## src/rtl/uart_n_pkg.sv

```systemverilog
`default_nettype none
// ============================================================================
//  Module      : uart_n_pkg
//  Description : Shared types and constants for the multi-byte UART receiver:
//                state encoding, message geometry and the num -> N clamp.
//  Revision    : 1.0 - initial release
// ============================================================================
package uart_n_pkg;

    localparam int MAX_BYTES = 8;
    localparam int BYTE_W    = 8;

    typedef enum logic [2:0] {
        ST_IDLE  = 3'd0,
        ST_START = 3'd1,
        ST_DATA  = 3'd2,
        ST_STOP  = 3'd3,
        ST_GAP   = 3'd4,
        ST_BREAK = 3'd5
    } state_e;

    // Requested byte count to effective count: 0 stays 0 (ignored), >8 clamps to 8
    function automatic logic [3:0] clamp_num(input logic [3:0] num);
        if (num > 4'(MAX_BYTES)) begin
            return 4'(MAX_BYTES);
        end
        return num;
    endfunction

endpackage
`default_nettype wire

```

## src/rtl/uart_n_rx_if.sv

```systemverilog
`default_nettype none
// ============================================================================
//  Module      : uart_n_rx_if
//  Description : Serial-line and message-report bundle of the multi-byte UART
//                receiver. The receiver uses the slave view, the consumer
//                (command decoder / line driver) the master view.
//  Revision    : 1.0 - initial release
// ============================================================================
interface uart_n_rx_if;
    import uart_n_pkg::*;

    logic                        i_rx;
    logic [3:0]                  i_num;
    logic [MAX_BYTES*BYTE_W-1:0] o_buffer;
    logic [3:0]                  o_count;
    logic                        o_valid;
    logic                        o_frame_err;
    logic                        o_busy;

    modport slave (
        input  i_rx,
        input  i_num,
        output o_buffer,
        output o_count,
        output o_valid,
        output o_frame_err,
        output o_busy
    );

    modport master (
        output i_rx,
        output i_num,
        input  o_buffer,
        input  o_count,
        input  o_valid,
        input  o_frame_err,
        input  o_busy
    );

endinterface
`default_nettype wire

```

## src/rtl/uart_rx_byte.sv

```systemverilog
`default_nettype none
// ============================================================================
//  Module      : uart_rx_byte
//  Description : Single 8N1 byte engine. Synchronises RX, detects a falling
//                edge, confirms the start bit at mid-bit (glitch rejection),
//                shifts in 8 data bits LSB first and checks the stop bit.
//                Start confirmation, byte completion and stop errors are
//                reported as combinational pulses on the sampling cycle.
//  Revision    : 1.0 - initial release
// ============================================================================
module uart_rx_byte
    import uart_n_pkg::*;
#(
    parameter int CLKS_PER_BIT = 217
) (
    input  logic              clk,
    input  logic              rst_n,
    input  logic              i_rx,
    input  logic              i_enable,
    output logic              o_rx_s,
    output logic              o_start_ok,
    output logic              o_byte_valid,
    output logic [BYTE_W-1:0] o_byte_data,
    output logic              o_stop_err
);

    localparam int                 C_CNT_W   = (CLKS_PER_BIT > 1) ? $clog2(CLKS_PER_BIT) : 1;
    localparam logic [C_CNT_W-1:0] C_HALF_M1 = C_CNT_W'(CLKS_PER_BIT / 2 - 1);
    localparam logic [C_CNT_W-1:0] C_FULL_M1 = C_CNT_W'(CLKS_PER_BIT - 1);

    state_e              r_state;
    state_e              w_state_nxt;
    logic                r_sync1;
    logic                r_sync2;
    logic                r_prev;
    logic [C_CNT_W-1:0]  r_cnt;
    logic [2:0]          r_bit;
    logic [BYTE_W-1:0]   r_shift;
    logic                w_fall;
    logic                w_half;
    logic                w_full;

    assign w_fall       = r_prev & ~r_sync2;
    assign w_half       = (r_cnt == C_HALF_M1);
    assign w_full       = (r_cnt == C_FULL_M1);
    assign o_rx_s       = r_sync2;
    assign o_byte_data  = r_shift;

    // Two-flop synchroniser plus one delayed copy for edge detection; idle-high
    always_ff @(posedge clk or negedge rst_n) begin
        if (!rst_n) begin
            r_sync1 <= 1'b1;
            r_sync2 <= 1'b1;
            r_prev  <= 1'b1;
        end else begin
            r_sync1 <= i_rx;
            r_sync2 <= r_sync1;
            r_prev  <= r_sync2;
        end
    end

    // Bit-engine state register
    always_ff @(posedge clk or negedge rst_n) begin
        if (!rst_n) begin
            r_state <= ST_IDLE;
        end else begin
            r_state <= w_state_nxt;
        end
    end

    // Next state and per-sample event pulses
    always_comb begin
        w_state_nxt  = r_state;
        o_start_ok   = 1'b0;
        o_byte_valid = 1'b0;
        o_stop_err   = 1'b0;
        case (r_state)
            ST_IDLE: begin
                if (i_enable && w_fall) begin
                    w_state_nxt = ST_START;
                end
            end
            ST_START: begin
                if (w_half) begin
                    if (!r_sync2) begin
                        w_state_nxt = ST_DATA;
                        o_start_ok  = 1'b1;
                    end else begin
                        w_state_nxt = ST_IDLE;
                    end
                end
            end
            ST_DATA: begin
                if (w_full && (r_bit == 3'd7)) begin
                    w_state_nxt = ST_STOP;
                end
            end
            ST_STOP: begin
                if (w_full) begin
                    w_state_nxt  = ST_IDLE;
                    o_byte_valid = r_sync2;
                    o_stop_err   = ~r_sync2;
                end
            end
            default: w_state_nxt = ST_IDLE;
        endcase
    end

    // Bit-period counter, bit index and LSB-first shift register
    always_ff @(posedge clk or negedge rst_n) begin
        if (!rst_n) begin
            r_cnt   <= '0;
            r_bit   <= 3'd0;
            r_shift <= '0;
        end else begin
            case (r_state)
                ST_IDLE: begin
                    r_cnt <= '0;
                    r_bit <= 3'd0;
                end
                ST_START: begin
                    r_cnt <= w_half ? '0 : r_cnt + 1'b1;
                end
                ST_DATA: begin
                    if (w_full) begin
                        r_cnt   <= '0;
                        r_bit   <= r_bit + 3'd1;
                        r_shift <= {r_sync2, r_shift[BYTE_W-1:1]};
                    end else begin
                        r_cnt <= r_cnt + 1'b1;
                    end
                end
                ST_STOP: begin
                    r_cnt <= w_full ? '0 : r_cnt + 1'b1;
                end
                default: r_cnt <= '0;
            endcase
        end
    end

endmodule
`default_nettype wire

```

## src/rtl/uart_n_rx.sv

```systemverilog
`default_nettype none
// ============================================================================
//  Module      : uart_n_rx
//  Description : Multi-byte UART receiver. Gathers up to 8 consecutive 8N1
//                frames into a 64-bit buffer (byte k in [8k+7:8k]) and pulses
//                valid once per complete message. A bad stop bit aborts the
//                message and parks the block until the line returns high.
//                Optional macro UART_N_RX_TIMEOUT_EN: flush a partial message
//                after TIMEOUT_BITS idle bit-times between bytes.
//  Revision    : 1.0 - initial release
// ============================================================================
module uart_n_rx
    import uart_n_pkg::*;
#(
    parameter int CLKS_PER_BIT = 217,
    parameter int TIMEOUT_BITS = 20
) (
    input  logic       clk,
    input  logic       rst_n,
    uart_n_rx_if.slave rx_bus
);

    if (CLKS_PER_BIT < 4) begin : g_bad_clks_per_bit
        $error("uart_n_rx: CLKS_PER_BIT must be at least 4");
    end
    if (TIMEOUT_BITS < 1) begin : g_bad_timeout_bits
        $error("uart_n_rx: TIMEOUT_BITS must be at least 1");
    end

    state_e                      r_state;
    state_e                      w_state_nxt;
    logic [3:0]                  r_n;
    logic [3:0]                  r_count;
    logic [MAX_BYTES*BYTE_W-1:0] r_buffer;
    logic                        r_valid;
    logic                        r_ferr;
    logic                        r_busy;

    logic                        w_rx_s;
    logic                        w_start_ok;
    logic                        w_byte_valid;
    logic                        w_stop_err;
    logic [BYTE_W-1:0]           w_byte_data;
    logic [3:0]                  w_n_new;
    logic                        w_msg_start;
    logic                        w_last;
    logic                        w_tmo_done;

    assign w_n_new     = clamp_num(rx_bus.i_num);
    assign w_msg_start = (r_state == ST_IDLE) && w_start_ok && (w_n_new != 4'd0);
    assign w_last      = ((r_count + 4'd1) == r_n);

    uart_rx_byte #(
        .CLKS_PER_BIT (CLKS_PER_BIT)
    ) u_byte (
        .clk          (clk),
        .rst_n        (rst_n),
        .i_rx         (rx_bus.i_rx),
        .i_enable     (r_state != ST_BREAK),
        .o_rx_s       (w_rx_s),
        .o_start_ok   (w_start_ok),
        .o_byte_valid (w_byte_valid),
        .o_byte_data  (w_byte_data),
        .o_stop_err   (w_stop_err)
    );

`ifdef UART_N_RX_TIMEOUT_EN
    localparam int               C_TMO_CYCLES = TIMEOUT_BITS * CLKS_PER_BIT;
    localparam int               C_TMO_W      = $clog2(C_TMO_CYCLES);
    localparam logic [C_TMO_W-1:0] C_TMO_LAST = C_TMO_W'(C_TMO_CYCLES - 1);

    logic [C_TMO_W-1:0] r_tmo;
    logic               r_rx_prev;
    logic               w_fall;

    assign w_fall     = r_rx_prev & ~w_rx_s;
    assign w_tmo_done = (r_state == ST_GAP) && (r_tmo == C_TMO_LAST);

    // Inter-byte idle timer: runs only in GAP, restarts on any falling edge
    always_ff @(posedge clk or negedge rst_n) begin
        if (!rst_n) begin
            r_tmo     <= '0;
            r_rx_prev <= 1'b1;
        end else begin
            r_rx_prev <= w_rx_s;
            if ((r_state != ST_GAP) || w_fall) begin
                r_tmo <= '0;
            end else if (!w_tmo_done) begin
                r_tmo <= r_tmo + 1'b1;
            end
        end
    end
`else
    assign w_tmo_done = 1'b0;
`endif

    // Message state register
    always_ff @(posedge clk or negedge rst_n) begin
        if (!rst_n) begin
            r_state <= ST_IDLE;
        end else begin
            r_state <= w_state_nxt;
        end
    end

    // Message sequencing: DATA covers a byte in flight in the bit engine
    always_comb begin
        w_state_nxt = r_state;
        case (r_state)
            ST_IDLE: begin
                if (w_msg_start) begin
                    w_state_nxt = ST_DATA;
                end
            end
            ST_GAP: begin
                if (w_start_ok) begin
                    w_state_nxt = ST_DATA;
                end else if (w_tmo_done) begin
                    w_state_nxt = ST_IDLE;
                end
            end
            ST_DATA: begin
                if (w_byte_valid) begin
                    w_state_nxt = w_last ? ST_IDLE : ST_GAP;
                end else if (w_stop_err) begin
                    w_state_nxt = ST_BREAK;
                end
            end
            ST_BREAK: begin
                if (w_rx_s) begin
                    w_state_nxt = ST_IDLE;
                end
            end
            default: w_state_nxt = ST_IDLE;
        endcase
    end

    // Buffer lanes, byte count, latched N and the status pulses
    always_ff @(posedge clk or negedge rst_n) begin
        if (!rst_n) begin
            r_buffer <= '0;
            r_count  <= 4'd0;
            r_n      <= 4'd0;
            r_valid  <= 1'b0;
            r_ferr   <= 1'b0;
            r_busy   <= 1'b0;
        end else begin
            r_valid <= 1'b0;
            r_ferr  <= 1'b0;
            case (r_state)
                ST_IDLE: begin
                    if (w_msg_start) begin
                        r_buffer <= '0;
                        r_count  <= 4'd0;
                        r_n      <= w_n_new;
                        r_busy   <= 1'b1;
                    end
                end
                ST_DATA: begin
                    if (w_byte_valid) begin
                        r_buffer[r_count[2:0]*BYTE_W +: BYTE_W] <= w_byte_data;
                        r_count <= r_count + 4'd1;
                        if (w_last) begin
                            r_valid <= 1'b1;
                            r_busy  <= 1'b0;
                        end
                    end else if (w_stop_err) begin
                        r_ferr <= 1'b1;
                        r_busy <= 1'b0;
                    end
                end
                ST_GAP: begin
                    if (w_tmo_done && !w_start_ok) begin
                        r_valid <= 1'b1;
                        r_busy  <= 1'b0;
                    end
                end
                default: ;
            endcase
        end
    end

    assign rx_bus.o_buffer    = r_buffer;
    assign rx_bus.o_count     = r_count;
    assign rx_bus.o_valid     = r_valid;
    assign rx_bus.o_frame_err = r_ferr;
    assign rx_bus.o_busy      = r_busy;

endmodule
`default_nettype wire
```

## src/flat_wrapper.sv

```systemverilog
// flat-port wrapper written by rule: the top's interface ports become plain ports
module uart_n_rx_flat import uart_n_pkg::*;
#(
    parameter int CLKS_PER_BIT = 217,
    parameter int TIMEOUT_BITS = 20
)
  (clk, rst_n, rx_bus_i_rx, rx_bus_i_num, rx_bus_o_buffer, rx_bus_o_count, rx_bus_o_valid, rx_bus_o_frame_err, rx_bus_o_busy);
  uart_n_rx_if rx_bus_i ();
  input  logic clk;
  input  logic rst_n;
  input wire logic [$bits(rx_bus_i.i_rx)-1:0] rx_bus_i_rx;
  input wire logic [$bits(rx_bus_i.i_num)-1:0] rx_bus_i_num;
  output wire logic [$bits(rx_bus_i.o_buffer)-1:0] rx_bus_o_buffer;
  output wire logic [$bits(rx_bus_i.o_count)-1:0] rx_bus_o_count;
  output wire logic [$bits(rx_bus_i.o_valid)-1:0] rx_bus_o_valid;
  output wire logic [$bits(rx_bus_i.o_frame_err)-1:0] rx_bus_o_frame_err;
  output wire logic [$bits(rx_bus_i.o_busy)-1:0] rx_bus_o_busy;
  assign rx_bus_i.i_rx = rx_bus_i_rx;
  assign rx_bus_i.i_num = rx_bus_i_num;
  assign rx_bus_o_buffer = rx_bus_i.o_buffer;
  assign rx_bus_o_count = rx_bus_i.o_count;
  assign rx_bus_o_valid = rx_bus_i.o_valid;
  assign rx_bus_o_frame_err = rx_bus_i.o_frame_err;
  assign rx_bus_o_busy = rx_bus_i.o_busy;
  uart_n_rx #(.CLKS_PER_BIT(CLKS_PER_BIT), .TIMEOUT_BITS(TIMEOUT_BITS)) u_core (.clk(clk), .rst_n(rst_n), .rx_bus(rx_bus_i));
endmodule
```

## config.mk

```make
export PLATFORM = sky130hd
export DESIGN_NAME = uart_n_rx_flat
export DESIGN_NICKNAME = d
export VERILOG_FILES = /design/src/rtl/uart_n_pkg.sv /design/src/rtl/uart_n_rx_if.sv /design/src/rtl/uart_rx_byte.sv /design/src/rtl/uart_n_rx.sv /design/src/flat_wrapper.sv
export SDC_FILE = /design/constraint.sdc
export NUM_CORES = 1
export LEC_CHECK = 0
export ABC_AREA = 1
export ABC_CLOCK_PERIOD_IN_PS = 2210
export CAP_MARGIN = 30
export CORE_ASPECT_RATIO = 0.5
export CORE_MARGIN = 4
export CORE_UTILIZATION = 25
export DETAILED_ROUTE_END_ITERATION = 16
export SLEW_MARGIN = 40
export SYNTH_ARGS = -nofsm -noshare
export SYNTH_HDL_FRONTEND = slang
export SYNTH_SLANG_ARGS = --single-unit
```

## constraint.sdc

```tcl
create_clock -name clk -period 2.21 [get_ports clk]
set_clock_uncertainty 0.05 [all_clocks]
set_input_delay 0.221 -clock clk [delete_from_list [all_inputs] [get_ports clk]]
set_output_delay 0.221 -clock clk [all_outputs]
set_load 0.01 [all_outputs]
```

; ---- Word level (Yosys, flattened, before mapping)
; Index checks and enable logic that the tools add are counted.
[totals]
ff_bits = 103
inputBits = 7
output_inout_bits = 71
wordCells = 108
[op_classes]
add_sub_neg = 4
order_cmp = 1
eq_ne = 22
shifts = 2
mux = 46
n_bitwise = 2
reduce_logical = 17
[ops]
columns = operator, count
row1 = $mux W64, 2
row2 = $pmux W64 S2, 1
row3 = $bwmux W64, 1
row4 = $shift A8 B34 Y64 const A, 1
row5 = $shiftx A8 B34 Y64, 1
row6 = $neg A6 Y34, 1
row7 = $mux W3, 11
row8 = $pmux W3 S4, 2
row9 = $mux W1, 18
row10 = $mux W4, 4
row11 = $mux W8, 2
row12 = $pmux W8 S2, 1
row13 = $ne A2 B2 Y1 const B, 7
row14 = $reduce_and A4 Y1, 3
row15 = $eq A3 B2 Y1 const B, 3
row16 = $eq A3 B3 Y1 const B, 3
row17 = $add A8 B1 Y8 const B, 1
row18 = $eq A8 B7 Y1 const B, 1
row19 = $eq A8 B8 Y1 const B, 1
row20 = $pmux W4 S2, 1
row21 = $logic_not A3 Y1, 2
row22 = $ne A3 B3 Y1 const B, 2
row23 = $pmux W3 S2, 1
row24 = $reduce_and A2 Y1, 3
row25 = 16 further kinds, 21

; ---- Logic depth before layout (Yosys ltp)
[depth]
word_depth = 7
mapped_depth = 12
mapped_depth_nobuf = 12

; ---- By module
; Synthesis repeated with hierarchy kept, for this count alone.
[unflattened]
hier_cells = 605
area_unflattened_um2 = 4999.8
[by_module_without_submodules]
columns = module, n_inst, cells_per_inst, area_per_inst_um2, seq_area_each_um2
row1 = uart_n_rx, 1, 475, 3811.2, 1951.9
row2 = uart_rx_byte, 1, 130, 1188.6, 604.3

; ---- Worst setup path before layout
; Ideal clock, no wire load.
[synth_timing]
path_kind = register to register
from = reg u_core.r_count[0] (netlist: u_core.rx_bus.o_count[0])
to = reg u_core.r_buffer[32] (netlist: u_core.rx_bus.o_buffer[32])
t_arrival_ns = 1.976
required_time_ns = 2.042
path_slack_ns = 0.065
stages_incl_launch_ff = 11
n_path_buf = 1
period_less_slack_ns = 2.145
cell_sequence = dfrtp_1 -> inv_2 -> ha_1 -> ha_1 -> clkbuf_1 -> inv_1 -> nand4_1 -> o21ai_1 -> nand3_4 -> nand2_1 -> nand2_1
[synth_between]
elab_chain_len = 5
[synth_lines]
columns = element, line_no
row1 = from (decl), uart_n_rx.sv:33  ; logic [3:0] r_count;
row2 = from (signal assigned), uart_n_rx.sv:162  ; r_count <= r_count + 4'd1;
row3 = $neg A6 Y34 *, uart_n_rx.sv:161  ; r_buffer[r_count[2:0]*BYTE_W +: BYTE_W] <= w_byte_data;
row4 = $shiftx A8 B34 Y64 or $shift A8 B34 Y64 (tied branches), uart_n_rx.sv:161
row5 = $bwmux W64 *, uart_n_rx.sv:161
row6 = $mux W64 *, uart_n_rx.sv:160  ; if (w_byte_valid) begin
row7 = $pmux W64 S2 *, uart_n_rx.sv:150  ; case (r_state)
row8 = "to (signal, indexed assignment)", uart_n_rx.sv:161
row9 = to (decl), uart_n_rx.sv:34  ; logic [MAX_BYTES*BYTE_W-1:0] r_buffer;
; Mark *: on every way between the ends. The rest lies on a longest branch, timed or not. The select of a mux whose other input is x is not followed.
; A chain may end at the register's enable or synchronous reset.

; ---- Final worst setup path
[layout_timing]
from = reg u_core.r_count[0] (netlist: u_core.rx_bus.o_count[0])
to = reg u_core.r_buffer[55] (netlist: u_core.rx_bus.o_buffer[55])
; The elaborated chain is that of the path after synthesis.

==> results.yml <==
clocking:
  cts_setup_buffers: 0
  cts.hold.buffers_added: 1
  clockRootBuffer: "clkbuf_16"
  clockBufferDepth: 2
  cts_buffers: 9
  ctsResizeCount: 0
  clk_latency_ns: 0.34
  htreeDepth: 3
  path_clk_slew_ns: 0.07
  clock-sinks: 102
  cts_tree: "yes"
global_route:
  grt_pass1_vias: 4153
  antenna_found_initial: 0
  grt_usage_pct: 12.3
  grt_start_max_net_pins: 47
  grt_remaining_overflow: 0
  grt_pass1_wl_um: 22100
yosys:
  synth_cell_type_count: 28
  syn_area_um2: 4950
  synth_seq_cells: 102
  syn-instance-count: 613
  ys_warn_count: 0
  ys_seq_area_share_pct: 51.6
  synthesis.nets: 627
  syn_avg_cell_area_um2: 8.08
routing:
  drt_iter0_markers: 426
  wl_per_cell_um: 13.9
  postRouteAntennaNets: 0
  drc: 0
  drt_wl_total_um: 13600
  first_pass_iters: 5
  vias_per_cell: 4.40
  num_vias: 4313
sta:
  fin_crit_ns: 2.01
  worst-slew-pin-transition_ns: 0.541
  tns_ns: 0
  max-slew-margin-rel_pct: 63.8
  post-route-period-util_pct: 91.0
  rsz0062_at_grt: "no"
  achievable-frequency_ghz: 0.497
  setup_violations: 0
  whs_ns: 0.229
  drv_slew: 0
  hold_viol: 0
final_layout:
  seqCellArea_um2: 2560
  final_net_count: 723
  n_fill_cell: 2041
  antenna_cells: 0
  final_cell_mix: "nand2_1 (209), dfrtp_1 (99), clkdlybuf4s50_1 (76)"
  final_common_cell: "nand2_1"
  multiInputGateArea_um2: 2080
  area_delta_synth_final_pct: 31.6
  postLayoutCoreUtil_pct: 33.5
  drive_gt1_share_pct: 9.66
die:
  coreArea_um2: 19500
  start_util_pct: 25.4
  rows: 36
  die-area_um2: 22300
  top_level_ports: 78
  die_x_um: 207
  die_h_um: 108
power:
  total_power_mw: 3.89
  power_density_nw_per_um2: 596
  power.leakage_nw: 3.03
  ir_drop_uv: 337
critical_path:
  crit_path_frequent_cell: "ha_1"
  arrival_ns: 2.24
  cpMaxStageDelayCell: "nor2_1"
  cp_max_fo: 8
  crit_buf_inv: 2
  critPathRequiredTime_ns: 2.44
  critical_path.top_delay_family: "simple AND/OR/NAND/NOR gates"
  endpoint_kind: "flip-flop"
  path_cells: "inv_2 > ha_1 > ha_1 > inv_1 > nand4_1 > nor2_1 > nand3_1 > nand2_1"
  cpPeakStageDelay_ns: 0.49
  startpoint_type: "flip-flop"
  crit_type: "reg -> reg"
status:
  status: "complete, no violations"
run:
  drv_cap: 0
place:
  place_congestion: 0.889
  port_buffers: 77
  hpwl_um: 10600
min_path:
  hp-class: "in -> reg"
cell families (layout without fill, tap and decap cells):
kind of cell,Yosys count,count (layout),synth area share (%)
adders and majority gates,7,7,1.77
buffers and inverters,82,183,6.49
AOI/OAI and AO/OA,33,33,3.82
xor gates and xnor gates,2,2,0.354
DFF,102,102,51.6
and+or+nand+nor,387,387,35.9
metal layers:
metal	vias up	global-route usage (%)	part of all wire, %
li1	2187	-	-
met1	2019	16.8	48
met2	91	19.6	45
met3	16	2.91	4.7
met4	0	3.68	1.8
met5	-	0	0
path summary, 6_finish.rpt:
kind | cells after the start | from | slack [ns] | end
hold / removal | 1 | rx_bus_i_rx | 0.23 | u_core.u_byte.r_sync1
hold reg to reg | 0 | u_core.u_byte.r_sync1 | 0.32 | u_core.u_byte.o_rx_s
setup / recovery | 8 | u_core.rx_bus.o_count[0] | 0.20 | u_core.rx_bus.o_buffer[55]
max in group asynchronous | 3 | rst_n | 1.12 | u_core.rx_bus.o_count[1]
min in group asynchronous | 2 | rst_n | 0.29 | u_core.rx_bus.o_buffer[61]
setup reg to reg | 8 | u_core.rx_bus.o_count[0] | 0.20 | u_core.rx_bus.o_buffer[55]
flip-flops by register name, summed over array words and instances (netlist names):
name,count
u_core.r_state,3
u_core.rx_bus.o_valid,1
u_core.u_byte.r_prev,1
u_core.u_byte.r_bit,3
u_core.r_n,4
u_core.u_byte.r_state,2
u_core.rx_bus.o_busy,1
u_core.rx_bus.o_count,4
u_core.u_byte.r_sync1,1
u_core.rx_bus.o_buffer,64
u_core.u_byte.r_cnt,8
u_core.u_byte.o_byte_data,8
u_core.u_byte.o_rx_s,1
u_core.rx_bus.o_frame_err,1
through the flow:
| step | setup slack, ns | instances | instance area, um^2 |
|---|---|---|---|
| after detailed placement | 0.245 | 963 | 6200 |
| after CTS | 0.224 | 980 | 6520 |
| after floorplan | 0.0654 | 613 | 4950 |
| final | 0.198 | 980 | 6520 |
| after global routing | 0.00719 | 980 | 6520 |
| after global placement | 0.277 | 963 | 6200 |
power breakdown:
part | internal [mW] | switching [mW]
Sequential | 1.91 | 0.0343
Combinational | 0.0983 | 0.222
Clock | 0.940 | 0.682
layout make-up:
type / instances / area share, %
repair buffers: 102 / 15.3
clock buffers: 11 / 3.88
multi-input cells: 429 / 31.9
inverters: 65 / 3.74
flip-flops and latches: 102 / 39.2
clock inverters: 5 / 0.864
well taps: 266 / 5.11
cells in the mapped netlist (all sizes together):
cell type	instances	area share, %
a21oi	4	0.63
a22o	2	0.35
a31oi	1	0.13
buf	10	1.0
clkbuf	7	0.53
dfrtp	99	50
dfstp	3	1.6
ha	7	1.8
inv	65	4.9
nand2	210	16
nand3	72	9.4
nand4	39	4.9
nor2	50	3.9
nor3	13	1.3
nor3b	2	0.30
o21ai	26	2.7
or2	1	0.13
xor2	2	0.35
Power figures use the tool's default switching activity.
